--- config.mk ---
export PLATFORM = sky130hd
export DESIGN_NAME = phase_addr_gen
export DESIGN_NICKNAME = d
export VERILOG_FILES = /design/src/rtl/phase_addr_gen.sv
export SDC_FILE = /design/constraint.sdc
export NUM_CORES = 1
export LEC_CHECK = 0
export CAP_MARGIN = 20
export CORE_ASPECT_RATIO = 1.25
export CORE_MARGIN = 10
export CORE_UTILIZATION = 56
export DETAILED_ROUTE_END_ITERATION = 6
export PLACE_DENSITY = 0.84
export SLEW_MARGIN = 0
export SYNTH_ARGS = -nofsm -noshare
export SYNTH_HDL_FRONTEND = slang
export SYNTH_SLANG_ARGS = --single-unit
--- constraint.sdc ---
create_clock -name clk -period 6.8 [get_ports clk]
set_input_delay 1.36 -clock clk [delete_from_list [all_inputs] [get_ports clk]]
set_output_delay 1.36 -clock clk [all_outputs]
set_load 0.01 [all_outputs]
--- src/rtl/phase_addr_gen.sv ---
// phase_addr_gen
//   Initiator side of a three-phase waveform lookup table. A phase accumulator
//   advances by the frequency word once per programmable tick. The top
//   ADDR_BITS of the accumulator address the table. The three phase-shifted
//   samples returned combinationally are registered one cycle later, and a
//   valid strobe is raised with them. Frequency words offered while running
//   are held pending and applied only at an accumulator wrap, which keeps the
//   output phase continuous.
//
// Ports
//   clk, rst_n           rising-edge clock, synchronous active-low reset
//   run                  1 = generate, 0 = pause (phase retained)
//   div                  tick period = max(div,1)+1 clocks
//   fword/_valid/_ready  frequency word handshake
//   rom_addr, rom_en     table address (registered) and enable
//   rom_d1..rom_d3       table samples for phases A/B/C (combinational)
//   smp_a..smp_c         registered samples
//   smp_valid            one-cycle pulse when smp_* update
//   wrap                 one-cycle pulse when the accumulator carried on a tick
module phase_addr_gen #(
  parameter int unsigned ACC_WIDTH  = 32,
  parameter int unsigned ADDR_BITS  = 16,
  parameter int unsigned DATA_WIDTH = 16,
  parameter int unsigned DIV_WIDTH  = 16
) (
  input  logic                  clk,
  input  logic                  rst_n,
  input  logic                  run,
  input  logic [DIV_WIDTH-1:0]  div,
  input  logic [ACC_WIDTH-1:0]  fword,
  input  logic                  fword_valid,
  output logic                  fword_ready,
  output logic [ADDR_BITS-1:0]  rom_addr,
  output logic                  rom_en,
  input  logic [DATA_WIDTH-1:0] rom_d1,
  input  logic [DATA_WIDTH-1:0] rom_d2,
  input  logic [DATA_WIDTH-1:0] rom_d3,
  output logic [DATA_WIDTH-1:0] smp_a,
  output logic [DATA_WIDTH-1:0] smp_b,
  output logic [DATA_WIDTH-1:0] smp_c,
  output logic                  smp_valid,
  output logic                  wrap
);

  typedef enum logic [1:0] {
    IDLE    = 2'd0,
    RUN     = 2'd1,
    CAPTURE = 2'd2
  } state_t;

  state_t                 state;
  state_t                 state_nxt;

  logic [ACC_WIDTH-1:0]   acc;
  logic [ACC_WIDTH-1:0]   fword_reg;
  logic [ACC_WIDTH-1:0]   pend;
  logic                   pend_v;
  logic [DIV_WIDTH-1:0]   tick_cnt;

  logic [DIV_WIDTH-1:0]   div_eff;
  logic [ACC_WIDTH:0]     sum;
  logic                   tick;
  logic                   hs;
  logic                   apply_wrap;
  logic                   apply_idle;

  // State register
  always_ff @(posedge clk) begin
    if (!rst_n) begin
      state <= IDLE;
    end else begin
      state <= state_nxt;
    end
  end

  // Next-state and tick decision
  always_comb begin
    state_nxt  = state;
    tick       = 1'b0;
    // div=0 is clamped to 1 so the minimum tick period is two clocks
    div_eff    = (div == '0) ? DIV_WIDTH'(1) : div;
    sum        = {1'b0, acc} + {1'b0, fword_reg};
    hs         = fword_valid && fword_ready;

    unique case (state)
      IDLE: begin
        if (run) state_nxt = RUN;
      end
      RUN: begin
        // A due tick wins over run=0 so a started period always completes
        if (tick_cnt == div_eff) begin
          tick      = 1'b1;
          state_nxt = CAPTURE;
        end else if (!run) begin
          state_nxt = IDLE;
        end
      end
      CAPTURE: begin
        state_nxt = run ? RUN : IDLE;
      end
      default: begin
        state_nxt = IDLE;
      end
    endcase

    // The carrying tick still adds the old word; the pending word replaces it
    // after that addition, keeping the phase continuous across the change.
    apply_wrap = tick && sum[ACC_WIDTH] && pend_v;
    // Paused: no wrap is coming, so a pending word is applied right away.
    apply_idle = pend_v && ((state == IDLE) || (state_nxt == IDLE));
  end

  assign rom_en = (state == RUN) || (state == CAPTURE);

  // Datapath: accumulator, tick counter, frequency handshake, sample capture
  always_ff @(posedge clk) begin
    if (!rst_n) begin
      acc         <= '0;
      fword_reg   <= '0;
      pend        <= '0;
      pend_v      <= 1'b0;
      fword_ready <= 1'b1;
      tick_cnt    <= '0;
      rom_addr    <= '0;
      smp_a       <= '0;
      smp_b       <= '0;
      smp_c       <= '0;
      smp_valid   <= 1'b0;
      wrap        <= 1'b0;
    end else begin
      smp_valid <= 1'b0;
      wrap      <= 1'b0;

      // fword_ready is low exactly while a word is pending, so a handshake
      // and an apply can never land on the same edge.
      if (hs) begin
        if (state == IDLE) begin
          fword_reg <= fword;
        end else begin
          pend        <= fword;
          pend_v      <= 1'b1;
          fword_ready <= 1'b0;
        end
      end

      if (apply_wrap || apply_idle) begin
        fword_reg   <= pend;
        pend_v      <= 1'b0;
        fword_ready <= 1'b1;
      end

      unique case (state)
        IDLE: begin
          tick_cnt <= '0;
        end
        RUN: begin
          if (tick) begin
            acc      <= sum[ACC_WIDTH-1:0];
            rom_addr <= sum[ACC_WIDTH-1 -: ADDR_BITS];
            wrap     <= sum[ACC_WIDTH];
            tick_cnt <= '0;
          end else if (state_nxt == IDLE) begin
            tick_cnt <= '0;
          end else begin
            tick_cnt <= tick_cnt + DIV_WIDTH'(1);
          end
        end
        CAPTURE: begin
          smp_a     <= rom_d1;
          smp_b     <= rom_d2;
          smp_c     <= rom_d3;
          smp_valid <= 1'b1;
          tick_cnt  <= (state_nxt == IDLE) ? '0 : tick_cnt + DIV_WIDTH'(1);
        end
        default: begin
          tick_cnt <= '0;
        end
      endcase
    end
  end

endmodule

==> out/qor.csv <==
stage,metric,value,unit
run_status,outcome,finished clean,
die,IO Pins,168,
sta,Sum Neg Setup Slack,0,ns
job,max-cap viol count,0,
setup_path,Worst R2R Start,fword_reg[0]$_SDFFE_PN0P_,
clock_tree,Worst-path clk slew,0.07,ns
yosys,yosys warns,0,
die,Std-Cell Rows,49,
setup_path,reg2reg end,fword_reg[20]$_SDFFE_PN0P_,
setup_path,CP Launch Type,input port,
clock_tree,Clock Path Buffers,2,
die,die span in y,156,µm
clock_tree,CTS Hold Bufs,0,
pwr,switching portion of total power,25.3,%
yosys,Syn Area/Cell,8.61,µm²
drt,DR vias/cell,5.67,
clock_tree,H-tree level count,4,
clock_tree,# clock sinks,166,
yosys,Synth cell types,57,
drt,Detailed Route WL,21800,µm
grt,vias in the first global route,7238,
yosys,Synth top area share,40.2,%
pwr,power per cell area,214,mW/mm²
yosys,register area share after synthesis,40.2,%
yosys,"Cell Area, Synth",0.00826,mm²
yosys,most frequent cell after synthesis,dfxtp_1,
setup_path,critical-path maximum fanout,65,
grt,GRT Residual Overflow,0,
final_layout,Layout Cells excl Fill,1274,
min_path,HP Class,reg -> reg,
final_layout,Nets,1221,
drt,initial DRC count,534,
yosys,synth cell count leaders,"166 x dfxtp_1, 129 x nand2_1, 121 x nor2_1",
setup_path,Critical Path RT,7.13,ns
yosys,ys async rst share,0,%
yosys,"top cells by area, synth","dfxtp_1 40%, mux2i_1 9.8%, nand2_1 5.9%, ha_1 5.6%, nor2_1 5.5%",
placed_design,dpl hpwl,15800,µm
setup_path,CP Class,in -> reg,
yosys,Syn Nets,1097,
yosys,Post-synth EDFFs,0,
setup_path,Crit. End Element,register,
grt,pin count of the biggest net entering global routing,78,
die,Die Wd,129,µm
drt,Pre-antenna DRT Iters,5,
yosys,synthesized instance count,959,
die,core box area,0.0144,mm²
clock_tree,TritonCTS clock tree,built,
final_layout,Syn-to-layout area delta,27.1,%
final_layout,share of layout cells above drive strength 1,5.47,%
grt,first-pass GRT wire length,35400,µm
sta,Tmin final,4.24,ns
setup_path,worst reg-to-reg path cell count,13,
clock_tree,Clock Latency Late Sink,0.43,ns
drt,DRT antenna net count,0,
placed_design,port bufs,167,
sta,final setup violation count,0,
placed_design,Placed Cells,1241,
setup_path,r2r setup slk,3.36,ns
drt,DRC Markers,0,
pwr,Comb power frac,10.7,%
final_layout,Antenna Cells,0,
pwr,internal power,1.67,mW
pwr,Clk pwr share,43.7,%
min_path,Hold Crit Depth,2,
pwr,Lkg Pwr,4.07,nW
clock_tree,Post-CTS Resized,0,
min_path,hold endpoint,acc[4]$_SDFFE_PN0P_,
die,Initial Utilization,57.3,%
sta,Fmax achieved,236,MHz
sta,Tcrit/Tclk final,62.3,%
drt,post-DR wirelength/cell,17.1,µm
sta,Max-slew headroom,46.2,%
clock_tree,setup bufs post-CTS,0,
sta,Slew Limit Fails,0,
clock_tree,root buffer cell,clkbuf_16,
final_layout,Fill cells,1065,
setup_path,crit path DAT,4.57,ns
sta,RSZ-0062 raised after global routing,false,
min_path,HP Start,acc[4]$_SDFFE_PN0P_,
yosys,main flop type after synthesis,dfxtp_1,
placed_design,Placer Congestion,0.904,
sta,Slew @ Worst Pin,0.807,ns
drt,Via Count,7219,
pwr,net load switching power,0.568,mW
pwr,Seq pwr share,45.6,%
sta,Clock Skews,0.00945,ns
pwr,VDD IR-drop max,0.144,mV
sta,final hold vios,0,
yosys,Synth area leader,dfxtp_1,
grt,gr usage total,21.5,%
die,die area,0.0200,mm²
yosys,Synth Register Bits,166,
grt,initial antenna violation count,0,
clock_tree,Inserted Clock Buffers,17,
## worst max path at each step
stage	start	end	cells past startpoint
after floorplan	div[15]	fword_reg[14]$_SDFFE_PN0P_	10
after global placement	div[15]	fword_reg[17]$_SDFFE_PN0P_	12
after detailed placement	div[4]	fword_reg[27]$_SDFFE_PN0P_	12
after CTS	div[4]	fword_reg[11]$_SDFFE_PN0P_	12
after global routing	div[4]	fword_reg[4]$_SDFFE_PN0P_	12
final	div[1]	fword_reg[11]$_SDFFE_PN0P_	12
## logic make-up after synthesis
logic type / count (synthesis) / share of synthesized area (%)
buffers and inverters: 86 / 4.89
adders and majority gates: 38 / 5.85
DFF: 166 / 40.2
AOI/OAI and AO/OA: 197 / 15.8
muxes: 82 / 9.95
and+or+nand+nor: 340 / 18.0
xor gates and xnor gates: 50 / 5.30
## per-stage QoR
stage                     cell area, µm²  power (mW)  utilization, %  setup slack (ns)  hold slack [ns]
after CTS                          10500        2.26            72.7              2.57            0.456
after detailed placement            9880        1.28            68.6              2.17            0.447
after global routing               10500        2.33            72.8              2.30            0.477
after floorplan                     8260        1.18               -              3.45            0.436
final                              10500        2.24            72.8              2.56            0.458
after global placement              9880        1.27            68.6              2.31            0.442
## cell type report
cell class / instances / area, µm² / share of cell area, %
Timing Repair Buffer: 175 / 1740 / 16.6
Clock buffer: 18 / 429 / 4.09
Inverter: 16 / 62.6 / 0.596
Sequential cell: 166 / 3320 / 31.7
Clock inverter: 14 / 165 / 1.57
Multi-Input combinational cell: 707 / 4550 / 43.3
Tap cell: 178 / 223 / 2.12
## metal layers
layer	track usage (%)	vias to the layer above	part of all wire [%]
li1	-	3586	-
met1	23.7	3372	39
met2	35.4	231	49
met3	10.5	30	10
met4	7.12	0	1.9
met5	0	-	0
## layout by cell type, fill, tap and decap left out, types with 3 or more instances in the layout
master,instances
and3_1,10
nor3_1,7
o21a_1,7
a31oi_1,4
a21oi_1,84
mux2i_1,81
nand3_1,29
dfxtp_1,166
a211oi_2,10
nand4_1,10
o211ai_1,8
a211oi_1,30
nand2b_1,6
nor2b_1,3
a21o_1,13
nor2_1,120
nand4b_1,4
xor2_1,22
clkbuf_16,17
o21ai_0,13
o21bai_1,5
o31ai_1,4
and2_1,5
nor4_1,4
ha_1,36
inv_6,3
or3_1,3
xnor2_1,28
clkdlybuf4s50_1,167
inv_1,14
buf_4,7
inv_8,4
nand2_1,129
## worst max-delay path, stage by stage
cell and delay, ns:
clkdlybuf4s50_1 0.44, nor4_1 0.34, a41oi_1 0.21, xnor2_1 0.21, nor4_2 0.09, and2_1 0.16
buf_4 0.25, and3_1 0.27, a211oi_4 0.24, buf_4 0.56, nor2_1 0.09, a211oi_1 0.28
## power groups by stage
stage / Clock, mW / Combinational [mW] / Sequential [mW]
floorplan: 0 / 0.143 / 1.03
CTS: 0.995 / 0.238 / 1.02
detailed placement: 0 / 0.236 / 1.04
finish: 0.980 / 0.239 / 1.02
global route: 1.04 / 0.263 / 1.03
global placement: 0 / 0.230 / 1.04
(Power assumes the default switching activity.)
